### src/rtl/dsp_mac_pkg.sv
// Shared opmode field positions, Z-select encoding and the result
// narrowing helper for the DSP multiply-accumulate slice.
package dsp_mac_pkg;

  localparam int unsigned OP_PRE_EN   = 0;
  localparam int unsigned OP_PRE_SUB  = 1;
  localparam int unsigned OP_Z_LO     = 2;
  localparam int unsigned OP_POST_SUB = 4;

  // Widest accumulator the narrowing helper supports.
  localparam int unsigned MAX_P_W = 64;

  typedef enum logic [1:0] {
    ZERO = 2'd0,
    C    = 2'd1,
    ACC  = 2'd2,
    RSVD = 2'd3
  } z_sel_e;

  // Narrow a sign-extended (pw+1)-bit sum to pw bits, clamping when the
  // two top bits of the true sum disagree and sat is set.
  function automatic logic [MAX_P_W-1:0] sat_trunc(input logic [MAX_P_W:0] s,
                                                   input int unsigned     pw,
                                                   input logic            sat);
    logic [MAX_P_W-1:0] pmax;
    pmax = (MAX_P_W'(1) << (pw - 1)) - MAX_P_W'(1);
    if (sat && (s[pw] != s[pw-1]))
      return s[pw] ? ~pmax : pmax;
    return s[MAX_P_W-1:0];
  endfunction

endpackage

### src/rtl/dsp_mult_pipe.sv
// Pre-adder and signed multiplier followed by an M_STAGES delay line that
// keeps valid, last, post-stage opmode bits and c aligned with the product.
module dsp_mult_pipe
  import dsp_mac_pkg::*;
#(
  parameter int unsigned A_W      = 18,
  parameter int unsigned B_W      = 18,
  parameter int unsigned C_W      = 48,
  parameter int unsigned M_STAGES = 1
) (
  input  logic                 clk,
  input  logic                 rst_n,
  input  logic                 ce,
  input  logic                 clr,
  input  logic                 in_valid,
  input  logic                 in_last,
  input  logic [4:0]           opmode,
  input  logic [A_W-1:0]       a,
  input  logic [B_W-1:0]       b,
  input  logic [B_W-1:0]       d,
  input  logic [C_W-1:0]       c,
  output logic                 m_valid,
  output logic                 m_last,
  output logic [2:0]           m_post_op,
  output logic [C_W-1:0]       m_c,
  output logic [A_W+B_W:0]     m_prod
);

  localparam int unsigned M_W = A_W + B_W + 1;

  logic signed [B_W:0]   bx, dx, bp;
  logic signed [M_W-1:0] prod;

  logic           v_q  [M_STAGES];
  logic           l_q  [M_STAGES];
  logic [2:0]     op_q [M_STAGES];
  logic [C_W-1:0] c_q  [M_STAGES];
  logic [M_W-1:0] m_q  [M_STAGES];

  always_comb begin
    bx = $signed({b[B_W-1], b});
    dx = $signed({d[B_W-1], d});
    bp = bx;
    if (opmode[OP_PRE_EN])
      bp = opmode[OP_PRE_SUB] ? (dx - bx) : (dx + bx);
    prod = $signed({{(B_W+1){a[A_W-1]}}, a}) * $signed({{A_W{bp[B_W]}}, bp});
  end

  always_ff @(posedge clk or negedge rst_n) begin
    if (!rst_n) begin
      for (int unsigned i = 0; i < M_STAGES; i++) begin
        v_q[i]  <= 1'b0;
        l_q[i]  <= 1'b0;
        op_q[i] <= '0;
        c_q[i]  <= '0;
        m_q[i]  <= '0;
      end
    end else if (clr) begin
      for (int unsigned i = 0; i < M_STAGES; i++)
        v_q[i] <= 1'b0;
    end else if (ce) begin
      v_q[0]  <= in_valid;
      l_q[0]  <= in_last;
      op_q[0] <= opmode[4:2];
      c_q[0]  <= c;
      m_q[0]  <= prod;
      for (int unsigned i = 1; i < M_STAGES; i++) begin
        v_q[i]  <= v_q[i-1];
        l_q[i]  <= l_q[i-1];
        op_q[i] <= op_q[i-1];
        c_q[i]  <= c_q[i-1];
        m_q[i]  <= m_q[i-1];
      end
    end
  end

  assign m_valid   = v_q[M_STAGES-1];
  assign m_last    = l_q[M_STAGES-1];
  assign m_post_op = op_q[M_STAGES-1];
  assign m_c       = c_q[M_STAGES-1];
  assign m_prod    = m_q[M_STAGES-1];

endmodule

### src/rtl/dsp_mac_slice.sv
// Signed multiply-accumulate slice: input register, multiplier pipe, Z mux,
// saturating post adder, P register with sticky overflow and pattern match.
module dsp_mac_slice
  import dsp_mac_pkg::*;
#(
  parameter int unsigned    A_W      = 18,
  parameter int unsigned    B_W      = 18,
  parameter int unsigned    C_W      = 48,
  parameter int unsigned    P_W      = 48,
  parameter int unsigned    M_STAGES = 1,
  parameter int unsigned    SATURATE = 1,
  parameter logic [P_W-1:0] PATTERN  = '0,
  parameter logic [P_W-1:0] MASK     = '0
) (
  input  logic           clk,
  input  logic           rst_n,
  input  logic           ce,
  input  logic           clr,
  input  logic           in_valid,
  input  logic           in_last,
  input  logic [4:0]     opmode,
  input  logic [A_W-1:0] a,
  input  logic [B_W-1:0] b,
  input  logic [B_W-1:0] d,
  input  logic [C_W-1:0] c,
  output logic           out_valid,
  output logic           out_last,
  output logic [P_W-1:0] p,
  output logic           overflow,
  output logic           pattern_det
);

  logic           v_q, l_q;
  logic [4:0]     op_q;
  logic [A_W-1:0] a_q;
  logic [B_W-1:0] b_q, d_q;
  logic [C_W-1:0] c_q;

  logic             m_valid, m_last;
  logic [2:0]       m_post_op;
  logic [C_W-1:0]   m_c;
  logic [A_W+B_W:0] m_prod;

  logic             pv_q, last_q, ovf_q, pat_q;
  logic [P_W-1:0]   p_q, p_next;
  logic signed [P_W:0] z, m_ext, sum;
  logic             ovf, pat_next;

  always_ff @(posedge clk or negedge rst_n) begin
    if (!rst_n) begin
      v_q  <= 1'b0;
      l_q  <= 1'b0;
      op_q <= '0;
      a_q  <= '0;
      b_q  <= '0;
      d_q  <= '0;
      c_q  <= '0;
    end else if (clr) begin
      v_q <= 1'b0;
    end else if (ce) begin
      v_q  <= in_valid;
      l_q  <= in_last;
      op_q <= opmode;
      a_q  <= a;
      b_q  <= b;
      d_q  <= d;
      c_q  <= c;
    end
  end

  dsp_mult_pipe #(
    .A_W      (A_W),
    .B_W      (B_W),
    .C_W      (C_W),
    .M_STAGES (M_STAGES)
  ) u_mult (
    .clk       (clk),
    .rst_n     (rst_n),
    .ce        (ce),
    .clr       (clr),
    .in_valid  (v_q),
    .in_last   (l_q),
    .opmode    (op_q),
    .a         (a_q),
    .b         (b_q),
    .d         (d_q),
    .c         (c_q),
    .m_valid   (m_valid),
    .m_last    (m_last),
    .m_post_op (m_post_op),
    .m_c       (m_c),
    .m_prod    (m_prod)
  );

  // m_post_op carries opmode[4:2]: Z select in [1:0], post subtract in [2].
  always_comb begin
    z = '0;
    unique case (z_sel_e'(m_post_op[1:0]))
      ZERO:    z = '0;
      C:       z = (P_W+1)'($signed(m_c));
      ACC:     z = (P_W+1)'($signed(p_q));
      default: z = '0;
    endcase
    m_ext    = (P_W+1)'($signed(m_prod));
    sum      = m_post_op[OP_POST_SUB-OP_Z_LO] ? (z - m_ext) : (z + m_ext);
    ovf      = sum[P_W] ^ sum[P_W-1];
    p_next   = P_W'(sat_trunc((MAX_P_W+1)'(sum), P_W, SATURATE != 0));
    pat_next = ((p_next ^ PATTERN) & ~MASK) == '0;
  end

  always_ff @(posedge clk or negedge rst_n) begin
    if (!rst_n) begin
      pv_q   <= 1'b0;
      last_q <= 1'b0;
      p_q    <= '0;
      ovf_q  <= 1'b0;
      pat_q  <= 1'b0;
    end else if (clr) begin
      pv_q   <= 1'b0;
      last_q <= 1'b0;
      p_q    <= '0;
      ovf_q  <= 1'b0;
      pat_q  <= 1'b0;
    end else if (ce) begin
      pv_q   <= m_valid;
      last_q <= m_valid & m_last;
      if (m_valid) begin
        p_q   <= p_next;
        pat_q <= pat_next;
        if (ovf)
          ovf_q <= 1'b1;
      end
    end
  end

  assign out_valid   = pv_q & ce;
  assign out_last    = last_q;
  assign p           = p_q;
  assign overflow    = ovf_q;
  assign pattern_det = pat_q;

endmodule

### config.mk
export PLATFORM = sky130hd
export DESIGN_NAME = dsp_mac_slice
export DESIGN_NICKNAME = d
export VERILOG_FILES = /design/src/rtl/dsp_mac_pkg.sv /design/src/rtl/dsp_mult_pipe.sv /design/src/rtl/dsp_mac_slice.sv
export SDC_FILE = /design/constraint.sdc
export NUM_CORES = 2
export LEC_CHECK = 0
export BUFFER_PORTS_ARGS = -buffer_cell sky130_fd_sc_hd__buf_4
export CORE_UTILIZATION = 58
export DETAILED_ROUTE_END_ITERATION = 10
export GPL_TIMING_DRIVEN = 0
export HOLD_SLACK_MARGIN = 0.15
export PLACE_DENSITY = 0.77
export SLEW_MARGIN = 30
export SYNTH_ARGS = -nofsm -noshare
export SYNTH_HDL_FRONTEND = slang
export SYNTH_SLANG_ARGS = --single-unit
### constraint.sdc
create_clock -name clk -period 9.55 [get_ports clk]
set_input_delay 0.4775 -clock clk [delete_from_list [all_inputs] [get_ports clk]]
set_output_delay 0.4775 -clock clk [all_outputs]
set_load 0.02 [all_outputs]
==> key figures <==
Final layout
  – Layout fillers: 3,822
  – ANT cells: 0
  – Final net count: 4,405
  – Layout cells sized above 1: 0.1032
  – Fin area: 33,820 sq um
  – Area grow syn2layout: 17.95%

Placed design
  – Cell Area, Placed: 30,800 sq um
  – IO Port Bufs: 162
  – Hpwl dp: 68,750 microns
  – GP Congestion: 0.9700

Drt
  – Initial DRC count: 2,557
  – DRC: 0
  – Wire length per cell: 20.30 microns
  – Routed Antenna Nets: 0
  – Vias per cell: 5.808
  – Drt total wl: 90,760 microns
  – TritonRoute pass-1 iters: 6
  – Via count: 25,968

Worst setup path
  – Data arrival, critical path: 10.16 ns
  – Critical path buffer and inverter count: 8
  – CP required: 10.06 ns
  – Reg2Reg Capture Point: u_mult.m_prod[36]
  – Crit path max-delay family: adder cells
  – R2R Path Start: op_q[1]
  – R2r setup slk: -0.10 ns
  – R2r worst-path depth: 39
  – CP most frequent cell: fa_1
  – Crit path max fanout: 10
  – CP Launch Type: flip-flop
  – Worst path max stage delay: 0.58 ns
  – Critical path type: flip-flop to flip-flop
  – Critical-path cell with the highest stage delay: fa_1
  – Crit end category: flip-flop

Timing
  – Final Hold Vio Count: 0
  – # setup viols final: 1
  – Rel. slew slack: 0.3288
  – Max Freq: 0.1036 GHz
  – Hold slack: 0.1364 ns
  – Period utilization: 1.011
  – Skew final: 0.02647 ns
  – Fin worst setup slack: -0.1040 ns
  – Setup TNS: -0.1040 ns
  – Final min period: 9.654 ns
  – Worst-Margin Slew: 1.007 ns
  – RSZ-0062 raised after global routing: yes
  – Max-slew violations: 0

Yosys
  – Net count after synthesis: 4,057
  – Synth Instances: 3,437
  – Syn Std Cell Area: 28,680 sq um
  – Syn_area_per_cell: 8.343 sq um
  – Post-synth EDFFs: 0
  – Synth Area in Adders: 0.3093
  – Post-synthesis xor/xnor area fraction: 0.04704
  – Flops & latches, synth: 251
  – Synth cell types: 80
  – Synth Area in Simple Gates: 0.2089
  – Complex-gate fraction of the synthesized area: 0.1273
  – Multiplexer share of the synthesized area: 0.009206
  – Primary FF master, synth: dfrtp_1
  – Largest family of logic cells by synthesized area: adder cells
  – Register area share after synthesis: 0.2190
  – Synth warn: 0
  – Asr flop ratio synth: 1.000

Hold path
  – Hold Crit Start: a[16]
  – Hold Path Stages: 3
  – Tightest Hold Check Type: input pin to flip-flop
  – WHS Endpoint: a_q[16]

Floorplanning
  – Core area: 48,850 sq um
  – Die H: 224.4 microns
  – # IOs: 165
  – Std-Cell Rows: 81
  – Die area: 50,340 sq um
  – Die width: 224.4 microns
  – Initial Util: 0.5870

Global route
  – First-pass GRT wire length: 140,000 microns
  – Initial antenna violation count: 2
  – Vias in the first global route: 25,932
  – Aggregate global routing overflow: 0
  – Largest net degree at the start of global routing: 88
  – Total Routing Usage GR: 0.3602

Flow run
  – Max Cap Viol: 0

Clock tree
  – CTS Buffer Depth: 3
  – Clock slew at reported path FFs: 0.06 ns
  – Clock Latency Late Sink: 0.59 ns
  – Clock buffer count from CTS: 30
  – H-tree lvl count: 1
  – Clock root cell: clkbuf_16
  – Clk sink count: 251
  – CTS tree: yes

Status
  – Outcome: finished, violations left
  – Failing checks: negative setup slack
## placed cells by master, fill, tap and decap left out, drive strengths merged, types with 10 or more instances in the layout
cell type	instances
nand2	788
inv	428
fa	335
dfrtp	251
buf	235
clkbuf	187
nor2	185
ha	172
o21ai	151
and2	142
a21oi	122
xnor2	113
dlygate4sd3	108
a22oi	54
nor3	48
xor2	41
a22o	40
a21o	38
nand3	28
nor2b	26
nand2b	22
a211oi	21
o31ai	19
o21a	17
nand4	16
mux2i	14
a211o	13
or3	13
and3	13
or2	12
a21boi	12
a31oi	11
nor4	11
mux2	11
o211ai	10
o21bai	10
## cells by family (layout without fill, tap and decap cells)
family                     after synthesis  count (layout)
adders and majority gates              508             508
muxes                                   25              25
and+or+nand+nor                       1340            1340
DFF                                    251             251
xor gates and xnor gates               154             154
buffers and inverters                  600             970
AOI/OAI and AO/OA                      559             559
## final cells by class
class / instances / area, sq um / share of cell area
Clock inverter: 15 / 197.7 / 0.005845
Clock buffer: 39 / 855.8 / 0.02530
Sequential cell: 251 / 6285 / 0.1858
Tap cell: 664 / 830.8 / 0.02456
Timing Repair Buffer: 320 / 2736 / 0.08090
Inverter: 425 / 1600 / 0.04731
Buffer: 171 / 742.0 / 0.02194
Multi-Input combinational cell: 2586 / 20580 / 0.6083
## synthesized netlist by cell type (all sizes together), types with 6 or more instances
library cell  number  area share
buf               14      0.0025
xor2              41       0.013
a21boi            12      0.0031
nor2             185       0.024
mux2i             14      0.0049
nand2            788        0.10
a22oi             54       0.014
or4                7      0.0020
clkbuf           161       0.021
nand2b            22      0.0048
o21a              17      0.0045
fa               335        0.23
a211o             13      0.0040
a21oi            122       0.021
mux2              11      0.0043
nor4              11      0.0029
o2111ai            6      0.0018
xnor2            113       0.035
nor3b              8      0.0021
a31oi             11      0.0024
nor4b              8      0.0024
o21bai            10      0.0026
dfrtp            251        0.22
a22o              40       0.012
o21ai            151       0.026
ha               172       0.075
inv              424       0.055
nor2b             26      0.0057
nor3              48      0.0089
a21o              38      0.0099
or3               13      0.0028
and2             142       0.031
and3              13      0.0028
o31ai             19      0.0050
or2               12      0.0026
a211oi            21      0.0055
nand3             28      0.0053
nand4             16      0.0037
o211ai            10      0.0026
## state kept, by name, summed over array words and instances, names as in the netlist, 5 cells and up
name           flops
u_mult.m_c        48
b_q               18
op_q               5
d_q               18
c_q               48
p                 48
a_q               18
u_mult.m_prod     37
## routing by layer
layer  vias to the layer above  GRT usage  share of wire
met1                     12801     0.4804           0.39
met3                       221    0.06388          0.092
met2                      1198     0.5861           0.47
li1                      11746          -              -
met5                         -          0        0.00014
met4                         2     0.1398          0.040
## how the worst max path moves through the flow
stage                        from                end  slack (ns)  cells past startpoint
after floorplan           op_q[1]  u_mult.m_prod[36]        0.30                     34
after global placement    op_q[1]  u_mult.m_prod[36]       -1.55                     36
after detailed placement  op_q[1]  u_mult.m_prod[36]       -1.65                     36
after CTS                  b_q[0]  u_mult.m_prod[36]       0.002                     37
after global routing      op_q[1]  u_mult.m_prod[36]       -0.40                     39
final                     op_q[1]  u_mult.m_prod[36]       -0.10                     39
## per-stage QoR
step / setup WS (ns) / utilization / std cells
floorplan: 0.3020 / - / 3437
global placement: -1.547 / 0.6289 / 4263
detailed placement: -1.652 / 0.6306 / 4265
CTS: 0.001837 / 0.6824 / 4441
global route: -0.4023 / 0.6924 / 4471
finish: -0.1040 / 0.6924 / 4471
## worst reg2reg max path, delay by kind of cell, from the launching register on
kind / cells / cell delay [ns]
mux: 1 / 0.30
buf+inv: 8 / 1.02
xor+xnor: 2 / 0.29
flops: 1 / 0.37
fa+ha+maj: 8 / 3.52
simple gates: 5 / 1.00
compound gates: 15 / 3.09
## repair_timing
item	4_1_cts	5_1_grt
buffers inserted	16	32
gates resized for setup	64	90
endpoints found under the hold margin	187	0
hold buffers	108	0
cloned	0	0
endpoints found under the setup margin	20	19
pin swaps	13	38
Power is not shown: default switching activity piles up to over one toggle a cycle in this logic, so the estimate is an artifact.
